[src/rtl/core_pkg.sv]
// Shared core definitions: datapath widths and memory requester identifiers.
package core_pkg;

  // Datapath width and the matching byte-lane write-mask width.
  localparam int Xlen     = 32;
  localparam int MaskBits = Xlen / 8;

  // Identifies which requester issued a memory transaction.
  typedef enum logic {
    ReqFetch,
    ReqLsu
  } mem_req_id_e;

  // Returns the requester that is not the given one; used to hand priority over.
  function automatic mem_req_id_e other_req(input mem_req_id_e id);
    return (id == ReqFetch) ? ReqLsu : ReqFetch;
  endfunction

endpackage

[src/rtl/mem_id_fifo.sv]
// In-order FIFO of requester IDs for accepted-but-unanswered memory requests.
// Circular buffer with wrap-around pointers and an explicit occupancy count.
module mem_id_fifo
  import core_pkg::*;
#(
  parameter int  Depth  = 2,
  parameter type elem_t = mem_req_id_e
) (
  input  logic  clk,
  input  logic  rst,
  input  logic  push,
  input  elem_t push_id,
  input  logic  pop,
  output elem_t head,
  output logic  full,
  output logic  empty
);

  localparam int PtrW = (Depth > 1) ? $clog2(Depth) : 1;
  localparam int CntW = $clog2(Depth + 1);

  elem_t            slots [Depth];
  logic [PtrW-1:0]  rd_ptr;
  logic [PtrW-1:0]  wr_ptr;
  logic [CntW-1:0]  count;
  logic             do_push;
  logic             do_pop;

  // Advances a pointer by one slot, wrapping at the last entry.
  function automatic logic [PtrW-1:0] next_ptr(input logic [PtrW-1:0] ptr);
    return (ptr == PtrW'(Depth - 1)) ? '0 : ptr + 1'b1;
  endfunction

  // Status flags and guarded push/pop so an overflow or underflow cannot corrupt state.
  always_comb begin
    full    = (count == CntW'(Depth));
    empty   = (count == '0);
    do_push = push && !full;
    do_pop  = pop && !empty;
    head    = slots[rd_ptr];
  end

  // Storage write: the new ID lands in the slot under the write pointer.
  always_ff @(posedge clk) begin
    if (rst) begin
      for (int i = 0; i < Depth; i++) begin
        slots[i] <= elem_t'(0);
      end
    end else if (do_push) begin
      slots[wr_ptr] <= push_id;
    end
  end

  // Pointer and occupancy update; simultaneous push and pop leaves the count unchanged.
  always_ff @(posedge clk) begin
    if (rst) begin
      rd_ptr <= '0;
      wr_ptr <= '0;
      count  <= '0;
    end else begin
      if (do_push) begin
        wr_ptr <= next_ptr(wr_ptr);
      end
      if (do_pop) begin
        rd_ptr <= next_ptr(rd_ptr);
      end
      case ({do_push, do_pop})
        2'b10:   count <= count + 1'b1;
        2'b01:   count <= count - 1'b1;
        default: count <= count;
      endcase
    end
  end

endmodule

[src/rtl/mem_arbiter.sv]
// Two-requester arbiter sharing one memory port between instruction fetch and
// the LSU. Requests pass through combinationally; an ID FIFO remembers who
// issued each accepted request so in-order responses are routed back.
module mem_arbiter
  import core_pkg::*;
#(
  parameter int MaxOutstanding = 2
) (
  input  logic                clk_i,
  input  logic                rst_i,

  input  logic                if_valid_i,
  output logic                if_ready_o,
  input  logic [Xlen-1:0]     if_addr_i,
  input  logic [Xlen-1:0]     if_wdata_i,
  input  logic [MaskBits-1:0] if_wmask_i,
  output logic [Xlen-1:0]     if_rdata_o,
  output logic                if_rvalid_o,

  input  logic                lsu_valid_i,
  output logic                lsu_ready_o,
  input  logic [Xlen-1:0]     lsu_addr_i,
  input  logic [Xlen-1:0]     lsu_wdata_i,
  input  logic [MaskBits-1:0] lsu_wmask_i,
  output logic [Xlen-1:0]     lsu_rdata_o,
  output logic                lsu_rvalid_o,

  output logic                mem_valid_o,
  input  logic                mem_ready_i,
  output logic [Xlen-1:0]     mem_addr_o,
  output logic [Xlen-1:0]     mem_wdata_o,
  output logic [MaskBits-1:0] mem_wmask_o,
  input  logic [Xlen-1:0]     mem_rdata_i,
  input  logic                mem_rvalid_i,

  output logic                spurious_rvalid_o
);

  mem_req_id_e grant;
  mem_req_id_e rr_q;
  mem_req_id_e lock_id_q;
  logic        lock_q;
  logic        granted_valid;
  logic        accept;
  logic        stall;
  logic        rsp_hit;
  logic        rsp_spurious;
  logic        spurious_q;

  mem_req_id_e head;
  logic        full;
  logic        empty;

  // Outstanding-request tracker: one entry per accepted request, popped per response.
  mem_id_fifo #(
    .Depth  (MaxOutstanding),
    .elem_t (mem_req_id_e)
  ) u_id_fifo (
    .clk     (clk_i),
    .rst     (rst_i),
    .push    (accept),
    .push_id (grant),
    .pop     (rsp_hit),
    .head    (head),
    .full    (full),
    .empty   (empty)
  );

  // Grant selection: a held lock wins, then a lone requester, then round-robin on contention.
  always_comb begin
    grant = rr_q;
    if (lock_q) begin
      grant = lock_id_q;
    end else if (if_valid_i && !lsu_valid_i) begin
      grant = ReqFetch;
    end else if (lsu_valid_i && !if_valid_i) begin
      grant = ReqLsu;
    end
  end

  // Downstream request and requester readys; everything is held low while full or in reset.
  always_comb begin
    granted_valid = (grant == ReqFetch) ? if_valid_i : lsu_valid_i;
    mem_valid_o   = granted_valid && !full && !rst_i;
    accept        = mem_valid_o && mem_ready_i;
    stall         = mem_valid_o && !mem_ready_i;
    if_ready_o    = (grant == ReqFetch) && mem_ready_i && !full && !rst_i;
    lsu_ready_o   = (grant == ReqLsu) && mem_ready_i && !full && !rst_i;
  end

  // Payload mux follows the grant even when no request is presented.
  always_comb begin
    mem_addr_o  = if_addr_i;
    mem_wdata_o = if_wdata_i;
    mem_wmask_o = if_wmask_i;
    if (grant == ReqLsu) begin
      mem_addr_o  = lsu_addr_i;
      mem_wdata_o = lsu_wdata_i;
      mem_wmask_o = lsu_wmask_i;
    end
  end

  // Response routing: the FIFO head names the owner; an empty FIFO means the response is bogus.
  always_comb begin
    rsp_hit      = mem_rvalid_i && !empty && !rst_i;
    rsp_spurious = mem_rvalid_i && empty && !rst_i;
    if_rvalid_o  = rsp_hit && (head == ReqFetch);
    lsu_rvalid_o = rsp_hit && (head == ReqLsu);
    if_rdata_o   = mem_rdata_i;
    lsu_rdata_o  = mem_rdata_i;
  end

  // Round-robin pointer: after an accept the other requester gets priority; LSU first out of reset.
  always_ff @(posedge clk_i) begin
    if (rst_i) begin
      rr_q <= ReqLsu;
    end else if (accept) begin
      rr_q <= other_req(grant);
    end
  end

  // Grant lock keeps the downstream payload stable while memory applies backpressure.
  always_ff @(posedge clk_i) begin
    if (rst_i) begin
      lock_q    <= 1'b0;
      lock_id_q <= ReqFetch;
    end else if (accept) begin
      lock_q    <= 1'b0;
    end else if (stall) begin
      lock_q    <= 1'b1;
      lock_id_q <= grant;
    end
  end

  // Sticky record of any response that arrived with nothing outstanding.
  always_ff @(posedge clk_i) begin
    if (rst_i) begin
      spurious_q <= 1'b0;
    end else if (rsp_spurious) begin
      spurious_q <= 1'b1;
    end
  end

  assign spurious_rvalid_o = spurious_q;

endmodule

[config.mk]
export PLATFORM = sky130hd
export DESIGN_NAME = mem_arbiter
export DESIGN_NICKNAME = d
export VERILOG_FILES = /design/src/rtl/core_pkg.sv /design/src/rtl/mem_id_fifo.sv /design/src/rtl/mem_arbiter.sv
export SDC_FILE = /design/constraint.sdc
export NUM_CORES = 1
export LEC_CHECK = 0
export CAP_MARGIN = 25
export CELL_PAD_IN_SITES_DETAIL_PLACEMENT = 1
export CELL_PAD_IN_SITES_GLOBAL_PLACEMENT = 2
export CORE_UTILIZATION = 10
export CTS_CLUSTER_SIZE = 24
export DETAILED_ROUTE_END_ITERATION = 10
export PLACE_DENSITY = 0.95
export SLEW_MARGIN = 20
export SYNTH_ARGS = -nofsm -noshare
export SYNTH_HDL_FRONTEND = slang
export SYNTH_SLANG_ARGS = --single-unit
export TNS_END_PERCENT = 5
[constraint.sdc]
create_clock -name clk_i -period 3.4 [get_ports clk_i]
set_clock_uncertainty 0.05 [all_clocks]
set_input_delay 0.68 -clock clk_i [delete_from_list [all_inputs] [get_ports clk_i]]
set_output_delay 0.68 -clock clk_i [all_outputs]
set_load 0.05 [all_outputs]
Yosys cells after proc, flatten, opt, wreduce, memory -nomap -nowiden --
Memories as Yosys holds them, arrays and structs flattened. A register that Yosys moved wholly into a read port is not among the register bits. Index checks and enable logic that the tools add are counted.
Operators by class: reductions and logical operators 31, bitwise operators 3, multiplexer cells 21, add/sub/neg operators 4, equal/unequal tests 3
Operators by type and width (number):
- $mux 32 | 2
- $logic_and 1x1->1 | 20
- $mux 1 | 17
- $logic_not 1->1 | 6
- $eq 2x2->1 const B | 2
- $mux 4 | 1
- $pmux 2 s2 | 1
- $not 1->1 | 3
- $add 1x1->1 const B | 2
- $add 2x1->2 const B | 1
- $eq 2x1->1 const B | 1
- $logic_not 2->1 | 1
- $reduce_and 2->1 | 1
- $reduce_bool 2->1 | 1
- $reduce_or 2->1 | 1
- $sub 2x1->2 const B | 1
- $reduce_or 1->1 | 1
Storage, ports and cells: memories kept 1, memory bits (writable) 2, input bits 174, register bits 8, output and inout port bits 138
Memory list:
- u_id_fifo.slots | words 2, bits a word 1, rd ports 1, clocked after memory_dff 1, write ports 2, RTL line mem_id_fifo.sv:22 | elem_t slots [Depth];

Depth between registers and ports, before layout --
depth after elaboration 15, mapped depth 8, mapped depth without buffers 7

Cells and area by module --
Synthesis repeated with hierarchy kept, for this count alone.
Unflattened totals: cell total of the unflattened synthesis 210, area total of the unflattened synthesis 1941.9 sq um
Modules (own cells, without submodules):
- mem_arbiter | instances 1, seq. area each 80.1 sq um, cells each 177, area each 1619.1 sq um
- mem_id_fifo | instances 1, seq. area each 160.2 sq um, cells each 33, area each 322.8 sq um

Worst setup path before layout --
Ideal clock, no wire load.
kind input to output, start point in rst_i, end point out mem_valid_o, data required time 2670 ps, stages on the path 2, buffers on the path 1, arrival 2419 ps, path slack 251 ps, cells stage by stage clkbuf_1 nor4_1
On the way: word-level cells in the longest chain between the ends 2
RTL lines:
- start, declared | RTL line mem_arbiter.sv:10 | input logic rst_i,
- $logic_not 1->1 | RTL line mem_arbiter.sv:84 | mem_valid_o = granted_valid && !full && !rst_i;
- $logic_and 1x1->1 | RTL line mem_arbiter.sv:84
- end, declared | RTL line mem_arbiter.sv:28 | output logic mem_valid_o,
Every way passes these cells.

Worst setup path in the final report --
start point in if_valid_i, end point out mem_wdata_o[30]
On the way: word-level cells in the longest chain between the ends 6
RTL lines:
- start, declared | RTL line mem_arbiter.sv:12 | input logic if_valid_i,
- $logic_not 1->1 | RTL line mem_arbiter.sv:76 | end else if (lsu_valid_i && !if_valid_i) begin
- $logic_and 1x1->1 | RTL line mem_arbiter.sv:76
- $mux 1 | RTL line mem_arbiter.sv:76
- $mux 1 * | RTL line mem_arbiter.sv:74 | end else if (if_valid_i && !lsu_valid_i) begin
- $mux 1 * | RTL line mem_arbiter.sv:72 | if (lock_q) begin
- $mux 32 * | RTL line mem_arbiter.sv:96 | if (grant == ReqLsu) begin
- end, declared | RTL line mem_arbiter.sv:31 | output logic [Xlen-1:0] mem_wdata_o,
Every way passes the cells marked *; elsewhere a longest branch is shown, timed or not.

==> key figures <==
Floorplanning
  • Horiz. Die Dim: around 140 um
  • Top Ports: between 300 and 400
  • Die Area: approximately 20000 um2
  • Initial core utilization: 0.103
  • Chip height: ~140 um
  • # rows: 50
  • Core ar.: about 19000 um2

Global route
  • All-layer global routing usage: 0.0876
  • Global route overflow: 0
  • First-pass GRT wire length: 14000 um
  • Largest net degree at the start of global routing: 46
  • Vias in the first global route: around 2800
  • Initial antenna violation count: 0

Flow run
  • Number of max-cap violations: 0

Final layout
  • Final Net Count: just under 700
  • Filler cells: ~2200
  • Area Growth Syn to Fin: 141%
  • Cell area after layout: 4640 um2
  • Non-filler instance count after layout: 732
  • Antenna Cells: 0
  • Fraction of layout cells with a size suffix above 1: 0.173

Timing
  • Setup-violating endpoint count in the final report: 0
  • Final TNS setup: 0 ns
  • Unrepaired setup endpoints after global routing: false
  • Final Hold Fails: 0
  • Final Critical Period: 3.22 ns
  • Period Utilization, post-route: 0.946
  • Worst hold margin: between 0.4 and 0.5 ns
  • Slew margin rel.: 0.606
  • Slew @ Worst Pin: 0.590 ns
  • Slew Limit Fails: 0
  • Achievable clock frequency: roughly 0.31 GHz
  • Setup WS post-layout: about 0.18 ns

Worst hold path
  • Hold WC Path Type: reg2reg

Setup path
  • Crit path DAT: between 2 and 2.5 ns
  • WS Path Type: in2out
  • CP Launch Type: primary input
  • CP endpoint kind: output port
  • CP max FO: 27
  • CP Data Required Time: about 2.7 ns

Detailed routing
  • Remaining DRCs: 0
  • First-pass detailed-route iteration total: 4
  • Final wirelength: around 9000 um
  • Via-to-Cell Ratio: ~3.6
  • Post-route ant nets: 0
  • Avg WL per Cell: about 12 um
  • Initial DRC count: 78
  • Routed via count: approximately 2700

Yosys
  • Mapped Area: between 1500 and 2000 um2
  • Syn Inst Count: 355
  • #FFs+latches synth: 11
  • Seq/Total Area, Yosys: 0.125
  • Syn avg cell area: between 5 and 6 um2
  • Yosys Warn Count: 0
  • Cell variety after synth: 30
  • Syn nets: 530

Clock network
  • H-tree depth: 1
  • Quantity of hold-fixing buffers added after cts: 0
  • Clock root cell: clkbuf_16
  • Clk_lat worst skew: 0.24 ns
  • Cts repair resizes: 0
  • CTS tree: yes
  • Post-CTS Setup Inserts: 0
  • Num CTS Buffers: 3
  • CTS sink count: 11
  • Clock slew at reported path FFs: roughly 0.040 ns
  • Clk buf depth: 2

Power
  • Pleak: between 0.002 and 0.0025 uW
  • Power Density: roughly 400 nW/um2
  • Worst vdd ir: roughly 0.14 mV

Placement
  • Pre-CTS setup slack: 0.149 ns
  • Port-buffer cells: about 220
  • Placed cell areas: about 4600 um2
  • Inst Count DP: ~730
  • Routability cong.: a little under 0.7
  • Dpl hpwl: between 7000 and 8000 um

Run status
  • Status: complete, no violations
[synth_stat cells]
master     count  area [um2]
nand2_1      208         781
buf_4         65         488
nor2_1        16        60.1
clkbuf_1      11        41.3
dfxtp_1        9         180
buf_2          6        30.0
nand2b_1       6        37.5
a21oi_1        5        25.0
nor4_1         3        18.8
a311oi_1       2        17.5
edfxtp_1       2        60.1
nor2b_1        2        12.5
o21ai_0        2        10.0
xor2_1         2        17.5
a2111oi_4      1        27.5
a211o_1        1        8.76
a211oi_1       1        7.51
a21boi_1       1        7.51
a21o_1         1        7.51
and2_1         1        6.26
ha_1           1        12.5
inv_1          1        3.75
inv_2          1        3.75
mux2i_1        1        10.0
o21a_1         1        7.51
o31a_1         1        8.76
o31ai_2        1        12.5
or2_1          1        6.26
or3_1          1        6.26
xnor2_1        1        8.76
[cells by family (layout without fill, tap and decap cells)]
family,count (synthesis),count (layout),synth area share
AND/OR/NAND/NOR,238,238,0.482
buffers and inverters,84,227,0.295
AO/OA/AOI/OAI,17,17,0.0728
flip-flops,11,11,0.125
XOR/XNOR,3,3,0.0137
adder cells (fa/ha/maj),1,1,0.00650
multiplexers,1,1,0.00520
[cell type report]
cell class / instances / area [um2] / area share
Multi-Input combinational cell: 260 / 1130 / 0.243
Sequential cell: 11 / 240 / 0.0518
Inverter: 2 / 7.51 / 0.00162
Tap cell: 234 / 293 / 0.0631
Clock buffer: 4 / 78.8 / 0.0170
Timing Repair Buffer: 221 / 2890 / 0.623
[power by group]
group	internal (uW)	switching (uW)	leakage, uW
logic	697	783	0.00197
clock network	158	59.8	0.0000382
registers	146	12.3	0.0000949
[sequential cells by signal (all words and copies together), names as in the netlist, named ones only]
name / flops
spurious_rvalid_o: 1
rr_q: 1
u_id_fifo.wr_ptr: 1
u_id_fifo.count: 2
lock_id_q: 1
u_id_fifo.rd_ptr: 1
u_id_fifo.slots: 2
lock_q: 1
[per-layer routing]
layer / track usage / wire, um / vias to the layer above
li1: - / - / 1306
met1: 0.0949 / 3320 / 1177
met2: 0.159 / 4570 / 158
met3: 0.0282 / 927 / 25
met4: 0.0309 / 215 / 0
met5: 0 / 0 / -
[worst max-delay path: stages]
cell,delay [ns]
clkdlybuf4s50_1,0.59
a21boi_1,0.33
o31a_2,0.22
buf_4,0.29
nand2_1,0.10
nand2_1,0.11
buf_12,0.14
[per-stage QoR]
step,total power (uW),util
6_report,1860,0.247
5_1_grt,1950,0.247
4_1_cts,1880,0.247
3_5_place_dp,1660,0.243
3_3_place_gp,1640,0.243
2_1_floorplan,1040,-
[worst paths after layout]
kind | from | endpoint | slack (ns) | cells past startpoint
setup / recovery | if_valid_i | mem_wdata_o[30] | 0.18 | 7
hold / removal | u_id_fifo.wr_ptr | u_id_fifo.wr_ptr | 0.43 | 2
setup reg to reg | lock_id_q | u_id_fifo.count[1] | 1.30 | 6
hold reg to reg | u_id_fifo.wr_ptr | u_id_fifo.wr_ptr | 0.43 | 2
[layout by cell type, fill, tap and decap left out]
| master | n |
|---|---|
| nor4_1 | 3 |
| buf_12 | 70 |
| a2111oi_4 | 1 |
| inv_2 | 1 |
| clkdlybuf4s50_1 | 142 |
| edfxtp_1 | 2 |
| ha_1 | 1 |
| a21o_1 | 1 |
| clkbuf_1 | 1 |
| a21boi_1 | 1 |
| a211o_1 | 1 |
| o31ai_4 | 1 |
| a211oi_1 | 1 |
| nor2_1 | 16 |
| clkbuf_16 | 3 |
| dfxtp_1 | 9 |
| mux2i_1 | 1 |
| o21ai_0 | 2 |
| nand2_1 | 208 |
| inv_1 | 1 |
| nand2b_1 | 6 |
| xnor2_1 | 1 |
| xor2_1 | 2 |
| buf_4 | 9 |
| nor2b_1 | 2 |
| or2_1 | 1 |
| o31a_2 | 1 |
| a311oi_1 | 2 |
| o21a_1 | 1 |
| and2_1 | 1 |
| or3_1 | 1 |
| a21oi_1 | 5 |
(Power assumes the default switching activity.)
